$ cat config.mk
export PLATFORM = sky130hd
export DESIGN_NAME = path_dir_packer
export DESIGN_NICKNAME = d
export VERILOG_FILES = /design/src/rtl/path_pkg.sv /design/src/rtl/edge_detect_rise.sv /design/src/rtl/path_dir_packer.sv
export SDC_FILE = /design/constraint.sdc
export NUM_CORES = 1
export LEC_CHECK = 0
export ABC_AREA = 0
export CORE_MARGIN = 2
export CORE_UTILIZATION = 45
export CTS_BUF_LIST = sky130_fd_sc_hd__clkbuf_8
export DETAILED_ROUTE_END_ITERATION = 8
export GPL_TIMING_DRIVEN = 0
export PLACE_DENSITY = 0.76
export RECOVER_POWER = 100
export SETUP_SLACK_MARGIN = 0.05
export SLEW_MARGIN = 30
export SYNTH_ARGS = -nofsm -noshare
export SYNTH_HDL_FRONTEND = slang
export SYNTH_HIERARCHICAL = 1
export SYNTH_SLANG_ARGS = --single-unit
$ cat constraint.sdc
create_clock -name clk -period 3.2 [get_ports clk]
set_input_delay 0.64 -clock clk [delete_from_list [all_inputs] [get_ports clk]]
set_output_delay 0.64 -clock clk [all_outputs]
set_load 0.03 [all_outputs]
$ cat src/rtl/path_pkg.sv
// ============================================================================
// Module  : path_pkg
// Brief   : Shared direction codes, default sizes and packer state encodings.
// Revision: 1.0
// ============================================================================
`default_nettype none

package path_pkg;

  localparam logic [1:0] DIR_END      = 2'b00;
  localparam logic [1:0] DIR_STRAIGHT = 2'b01;
  localparam logic [1:0] DIR_LEFT     = 2'b10;
  localparam logic [1:0] DIR_RIGHT    = 2'b11;

  localparam int DEF_MAX_STEPS = 10;
  localparam int DEF_DIR_W     = 2;

  localparam int STATE_W = 3;
  localparam logic [STATE_W-1:0] IDLE    = 3'd0;
  localparam logic [STATE_W-1:0] CLEAR   = 3'd1;
  localparam logic [STATE_W-1:0] COLLECT = 3'd2;
  localparam logic [STATE_W-1:0] FINISH  = 3'd3;
  localparam logic [STATE_W-1:0] DONE    = 3'd4;

endpackage

`default_nettype wire

$ cat src/rtl/edge_detect_rise.sv
// ============================================================================
// Module  : edge_detect_rise
// Brief   : Rising-edge pulse against a registered copy of the input level.
// Revision: 1.0
// ============================================================================
`default_nettype none

module edge_detect_rise (
  input  logic clk,
  input  logic rst_n,
  input  logic din,
  output logic pulse
);

  logic r_din_d;

  always_ff @(posedge clk) begin
    if (!rst_n) r_din_d <= 1'b0;
    else        r_din_d <= din;
  end

  assign pulse = din & ~r_din_d;

endmodule

`default_nettype wire

$ cat src/rtl/path_dir_packer.sv
// ============================================================================
// Module  : path_dir_packer
// Brief   : Packs planner direction codes LSB-first into a 00-terminated vector.
//           Optional macro PATH_REVERSE_EN reverses the stored order at finish.
// Revision: 1.0
// ============================================================================
`default_nettype none

module path_dir_packer
  import path_pkg::*;
#(
  parameter int MAX_STEPS = DEF_MAX_STEPS,
  parameter int DIR_W     = DEF_DIR_W
) (
  input  logic                          clk,
  input  logic                          rst_n,
  input  logic                          start,
  input  logic                          in_valid,
  input  logic [DIR_W-1:0]              in_dir,
  input  logic                          in_last,
  output logic                          in_ready,
  output logic                          done,
  output logic [MAX_STEPS*DIR_W-1:0]    final_path,
  output logic [$clog2(MAX_STEPS)-1:0]  step_count,
  output logic                          overflow
);

  localparam int CNT_W = $clog2(MAX_STEPS);
  localparam logic [CNT_W-1:0] c_LAST_SLOT = CNT_W'(MAX_STEPS - 1);

  logic [STATE_W-1:0]         r_state;
  logic [STATE_W-1:0]         w_next;
  logic                       w_start_edge;
  logic                       w_accept;
  logic                       w_is_end;
  logic                       w_job_end;
  logic [MAX_STEPS*DIR_W-1:0] r_path;
  logic [CNT_W-1:0]           r_step_count;
  logic                       r_overflow;

  edge_detect_rise u_start_edge (
    .clk   (clk),
    .rst_n (rst_n),
    .din   (start),
    .pulse (w_start_edge)
  );

  assign w_accept  = in_valid & in_ready;
  assign w_is_end  = (in_dir == DIR_W'(DIR_END));
  assign w_job_end = w_accept & (w_is_end | in_last);

  always_ff @(posedge clk) begin
    if (!rst_n) r_state <= IDLE;
    else        r_state <= w_next;
  end

  always_comb begin
    w_next = r_state;
    case (r_state)
      IDLE:    if (w_start_edge) w_next = CLEAR;
      CLEAR:   w_next = COLLECT;
      COLLECT: begin
        // A fresh start edge aborts the running job even if a beat is accepted.
        if (w_start_edge)   w_next = CLEAR;
        else if (w_job_end) w_next = FINISH;
      end
      FINISH:  w_next = DONE;
      DONE:    if (w_start_edge) w_next = CLEAR;
      default: w_next = IDLE;
    endcase
  end

  always_comb begin
    in_ready = 1'b0;
    done     = 1'b0;
    case (r_state)
      COLLECT: in_ready = 1'b1;
      DONE:    done     = 1'b1;
      default: ;
    endcase
  end

`ifdef PATH_REVERSE_EN
  logic [MAX_STEPS*DIR_W-1:0] w_rev_path;

  always_comb begin
    w_rev_path = '0;
    for (int k = 0; k < MAX_STEPS; k++) begin
      if (k < int'(r_step_count))
        w_rev_path[k*DIR_W +: DIR_W] = r_path[(int'(r_step_count) - 1 - k)*DIR_W +: DIR_W];
    end
  end
`endif

  always_ff @(posedge clk) begin
    if (!rst_n) begin
      r_path       <= '0;
      r_step_count <= '0;
      r_overflow   <= 1'b0;
    end else begin
      case (r_state)
        CLEAR: begin
          r_path       <= '0;
          r_step_count <= '0;
          r_overflow   <= 1'b0;
        end
        COLLECT: begin
          if (w_accept && !w_start_edge && !w_is_end) begin
            // The top slot is never written so the vector stays 00-terminated.
            if (r_step_count < c_LAST_SLOT) begin
              r_path[r_step_count*DIR_W +: DIR_W] <= in_dir;
              r_step_count <= r_step_count + 1'b1;
            end else begin
              r_overflow <= 1'b1;
            end
          end
        end
        FINISH: begin
`ifdef PATH_REVERSE_EN
          r_path <= w_rev_path;
`endif
        end
        default: ;
      endcase
    end
  end

  assign final_path = r_path;
  assign step_count = r_step_count;
  assign overflow   = r_overflow;

endmodule

`default_nettype wire

# [Word-level counts from Yosys, hierarchy flattened]
# Index checks and enable logic that the tools add are counted.
[word_totals] ff_bits=29 inputBits=7 output_inout_bits=27 elab_cells=51
[op_classes] add_sub_neg=2 order_cmp=1 eq_ne=9 shift=2 n_mux=16 bitwise_logic=5 n_reduce_logical=11
[op_table] operator="$mux 20" n=2
[op_table] operator="$pmux 20 s2" n=1
[op_table] operator="$neg 5->34" n=1
[op_table] operator="$shift 2x34->20 const A" n=1
[op_table] operator="$shiftx 2x34->20" n=1
[op_table] operator="$bwmux 20" n=1
[op_table] operator="$pmux 3 s4" n=1
[op_table] operator="$mux 3" n=3
[op_table] operator="$mux 4" n=2
[op_table] operator="$pmux 4 s2" n=1
[op_table] operator="$eq 3x2->1 const B" n=2
[op_table] operator="$ne 2x2->1 const B" n=3
[op_table] operator="$reduce_and 3->1" n=2
[op_table] operator="$add 4x1->4 const B" n=1
[op_table] operator="$lt 4x4->1 const B" n=1
[op_table] operator="$mux 1" n=4
[op_table] operator="$and 1x1->1" n=3
[op_table] operator="$eq 3x1->1 const B" n=1
[op_table] operator="$eq 3x3->1 const B" n=1
[op_table] operator="$logic_not 3->1" n=1
[op_table] operator="$ne 3x3->1 const B" n=1
[op_table] operator="$logic_and 1x1->1" n=2
[op_table] operator="$logic_not 1->1" n=2
[op_table] operator="$logic_not 2->1" n=1
[op_table] operator="other kinds (7)" n=7

# [Longest topological paths before layout]
[logic_depth] depth_word=7 ltp_mapped=8

# [By module]
# The synthesis kept the hierarchy.
[by_module_without_submodules] module="path_dir_packer" n_inst=1 cells_each=158 area_each_um2=1401.3 seq_area_each_um2=560.5
[by_module_without_submodules] module="edge_detect_rise" n_inst=1 cells_each=3 area_each_um2=40.0 seq_area_each_um2=20.0

# [Least setup slack after synthesis]
# Ideal clock, no wire load.
[synth_timing] path_kind="reg2reg" from="reg r_step_count[0] (netlist: step_count[0])" to="reg r_path[0] (netlist: final_path[0])" setup_ps=124 arrival_ps=2167 t_required_ps=3076 slack_ps=910 stages_incl_launch_ff=8 n_path_buf=0 cell_sequence="dfxtp_1 inv_1 ha_1 nand2b_1 a2111oi_4 nor2_2 or4_4 mux2i_1"
[synth_via] elab_chain_cells=6
[synth_lines] element="start, declared" line="path_dir_packer.sv:38" rtl="logic [CNT_W-1:0] r_step_count;"
[synth_lines] element="start signal, assigned" line="path_dir_packer.sv:112" rtl="r_step_count <= r_step_count + 1'b1;"
[synth_lines] element="$neg 5->34" line="path_dir_packer.sv:111" rtl="r_path[r_step_count*DIR_W +: DIR_W] <= in_dir;"
[synth_lines] element="$shiftx 2x34->20 / $shift 2x34->20 (equally long branches)" line="path_dir_packer.sv:111"
[synth_lines] element="$bwmux 20" line="path_dir_packer.sv:111"
[synth_lines] element="$mux 20" line="path_dir_packer.sv:110" rtl="if (r_step_count < c_LAST_SLOT) begin"
[synth_lines] element="$mux 20" line="path_dir_packer.sv:108" rtl="if (w_accept && !w_start_edge && !w_is_end) begin"
[synth_lines] element="$pmux 20 s2" line="path_dir_packer.sv:101" rtl="case (r_state)"
[synth_lines] element="end signal, assigned by index" line="path_dir_packer.sv:111"
[synth_lines] element="end, declared" line="path_dir_packer.sv:37" rtl="logic [MAX_STEPS*DIR_W-1:0] r_path;"
# Parallel ways exist; a longest one is shown, timed or not. The select of a mux whose other input is x is not followed.
# A chain may end at the register's enable or synchronous reset.

# [Worst setup path after layout]
[layout_timing] from="reg r_state[1]" to="out in_ready"
[layout_via] elab_chain_cells=2
[layout_lines] element="start, declared" line="path_dir_packer.sv:31" rtl="logic [STATE_W-1:0] r_state;"
[layout_lines] element="start signal, assigned" line="path_dir_packer.sv:54" rtl="else r_state <= w_next;"
[layout_lines] element="$eq 3x2->1" line="path_dir_packer.sv:76" rtl="case (r_state)"
[layout_lines] element="$mux 1" line="path_dir_packer.sv:76"
[layout_lines] element="end, declared" line="path_dir_packer.sv:21" rtl="output logic in_ready,"
# Every way passes these cells.

==> summary.md <==
| Metric | Value |
|---|---|
| Status | complete, no violations |
| Syn_nets | 172 |
| Max-slew violations | 0 |
| Levels on crit path | 3 |
| CTS Hold Bufs | 0 |
| Worst Max-Slew Pin Slew | approximately 0.54 ns |
| Area grow syn2layout | 32.0% |
| H-Tree Depth | 2 |
| Initial core utilization | 47.2% |
| Row count | 20 |
| Total CTS buffers | 5 |
| CP Max Fanout | 7 |
| Hpwl dp | about 2.5 mm |
| Drt initial violations | 25 |
| CP delay by family, top | buffers and inverters |
| CP max stage delay | about 0.79 ns |
| Vias per cell | approximately 5.3 |
| First-pass DRT Iterations | 4 |
| Full die area | ~3700 um^2 |
| Final min period | between 2 and 3 ns |
| TritonCTS clock tree | yes |
| Max-Cap Viols | 0 |
| Antenna viol nets, final | 0 |
| Worst VDD drop | between 0.2 and 0.3 mV |
| CTS Sinks | 29 |
| Clock root cell | clkbuf_8 |
| Nets@finish | 212 |
| Worst path required time | roughly 2.6 ns |
| Critical Path, Cell by Cell | or3b_4 > inv_1 > dlygate4sd3_1 |
| Number of synthesized flops with an enable pin | 0 |
| Placer Congestion | ~0.85 |
| Synth Flop Type | dfxtp_1 |
| Mapped Area | about 1400 um^2 |
| # fillers | 302 |
| Maximum number of pins on one net before global-route repair | 11 |
| Cells resized by post-CTS repair | 0 |
| IO buf count | 33 |
| First-pass GRT wire length | 5.69 mm |
| Syn Area/Cell | between 8 and 9 um^2 |
| IO Pins | 34 |
| Total track usage | approximately a fifth |
| Reg clk slew, reported paths | approximately 0.06 ns |
| Leak | 0.834 nW |
| R2R cell count | 7 |
| Final Hold Fails | 0 |
| Netlist cell types | 39 |
| Die Span X | about 61 um |
| Vias in the first global route | around 1300 |
| RSZ-0062 raised after global routing | no |
| Die H | around 61 um |
| Max Clock Skew | 0.00232 ns |
| Setup_tns | 0 ns |
| Hold Path Stages | 2 |
| Worst Hold Class | reg -> reg |
| FMAX | approximately 360 MHz |
| Critical path endpoint category | output pin |
| Tcrit/Tclk final | between 80% and 90% |
| Power per Cell Area | ~400 nW/um^2 |
| Cells after Synth | about 160 |
| Register Area | 581 um^2 |
| DRC viols | 0 |
| Max clock buf depth | 2 |
| Critical Path Start Type | flop |
| Syn. warnings | 6 |
| Final setup vio count | 0 |
| CP arrival | between 2 and 2.5 ns |
| Post-synthesis sequential area ratio | approximately 40% |
| Async SR Flop Fraction | 0% |
| Core Region | a little over 3000 um^2 |
| GR Overflow Total | 0 |
| Slowest cell on crit path | dlygate4sd3_1 |
| Total number of vias | between 1000 and 1500 |
| Worst slew margin | approximately 64% |
| Routed Wire Length | ~3.3 mm |
| # Post-CTS Setup Buffers | 0 |
| FF+latch count, synth | 29 |
| WHS | approximately 0.45 ns |
| Multi-input gate area | 801 um^2 |
| Layout cell share with drive strength beyond 1 | under 10% |
| DR WL/cell | approximately 13 um |
| Buffers & Inverters on Critical Path | 2 |
| Clock Latency Late Sink | about 0.28 ns |
| Worst Setup Path Type | reg -> out |
| Initial antenna violation count | 0 |
| Inserted Diodes | 0 |
[flip-flops by register name, indices dropped and copies added (netlist names)]
name / flops
final_path: 20
step_count: 4
r_state: 3
overflow: 1
u_start_edge/r_din_d: 1
[power by group]
group | switching [mW] | internal [mW]
Combinational | 0.0562 | 0.0322
Sequential | 0.00619 | 0.365
Clock | 0.125 | 0.167
Total | 0.188 | 0.564
[layer usage]
layer,global-route usage [%],wire length (um),up-vias,part of all wire [%]
met2,33.6,1480,29,45
li1,-,-,649,-
met1,26.5,1580,603,48
met3,7.68,163,6,5.0
met5,0,0,-,0
met4,8.39,59,0,1.8
[worst register-to-register path, stage by stage, from the launching register on]
cell       delay (ns)
dfxtp_1          0.39
inv_1            0.21
ha_1             0.19
nand2b_1         0.13
a2111oi_4        0.51
nor2_1           0.23
or4_1            0.62
mux2i_1          0.15
[worst paths after layout]
check / startpoint / end / slack [ns]
setup / recovery: r_state[1] / in_ready / 0.45
hold / removal: final_path[6] / final_path[6] / 0.45
setup reg to reg: step_count[0] / final_path[0] / 0.65
hold reg to reg: final_path[6] / final_path[6] / 0.45
[per-stage QoR]
step	instances	power [mW]	utilization, %	setup slack (ns)	instance area [um^2]
detailed placement	238	0.469	59.8	0.324	1830
global placement	238	0.467	59.8	0.328	1830
CTS	245	0.760	62.7	0.502	1910
finish	245	0.752	62.3	0.445	1900
floorplan	161	0.439	-	0.910	1440
global route	245	0.787	62.3	0.381	1900
[cell type report]
cell class | count | area share [%]
inverter | 8 | 1.58
sequential | 29 | 30.5
clock inverter | 1 | 0.197
timing repair buffer | 33 | 17.4
tap | 44 | 2.89
clock buffer | 6 | 4.34
buffer | 5 | 1.05
multi-input combinational | 119 | 42.1
[kinds of logic after synthesis]
logic type      count (synthesis)  synth area share, %
simple gates                   74                 28.1
flops                          29                 40.3
compound gates                 23                 12.4
mux                            15                 10.4
buf+inv                        13                 3.47
fa+ha+maj                       4                 3.47
xor+xnor                        3                 1.82
[layout by cell type, fill, tap and decap left out, drive strengths merged, types with 2 or more instances in the layout]
master         Yosys  layout
or3                3       3
a31oi              2       2
dlygate4sd3        0      29
xnor2              2       2
a31o               2       2
nand2b             4       4
clkdlybuf4s50      0       4
nor2               8       8
nand3              5       5
or4                4       4
a21oi              5       5
or2                2       2
nor2b              6       6
nor3b              3       3
clkbuf             4      10
o21ai              3       3
and3               3       3
mux2i             15      15
o211ai             4       4
dfxtp             29      29
nor4               2       2
and2               2       2
o31ai              2       2
nand2             24      24
inv                8       9
ha                 4       4
nor3               4       4
a2111oi            2       2
nand3b             2       2
[cell usage after synthesis (all sizes together) (3+ instances only)]
cell / n / area share [%]
a21oi: 5 / 1.7
and3: 3 / 1.3
clkbuf: 4 / 1.0
dfxtp: 29 / 40
ha: 4 / 3.5
inv: 8 / 2.1
mux2i: 15 / 10
nand2: 24 / 6.3
nand2b: 4 / 1.7
nand3: 5 / 1.7
nor2: 8 / 2.3
nor2b: 6 / 3.1
nor3: 4 / 1.4
nor3b: 3 / 1.6
o211ai: 4 / 2.1
o21ai: 3 / 1.0
or3: 3 / 1.3
or4: 4 / 2.6
No activity file was read; power rests on OpenSTA's default activity.
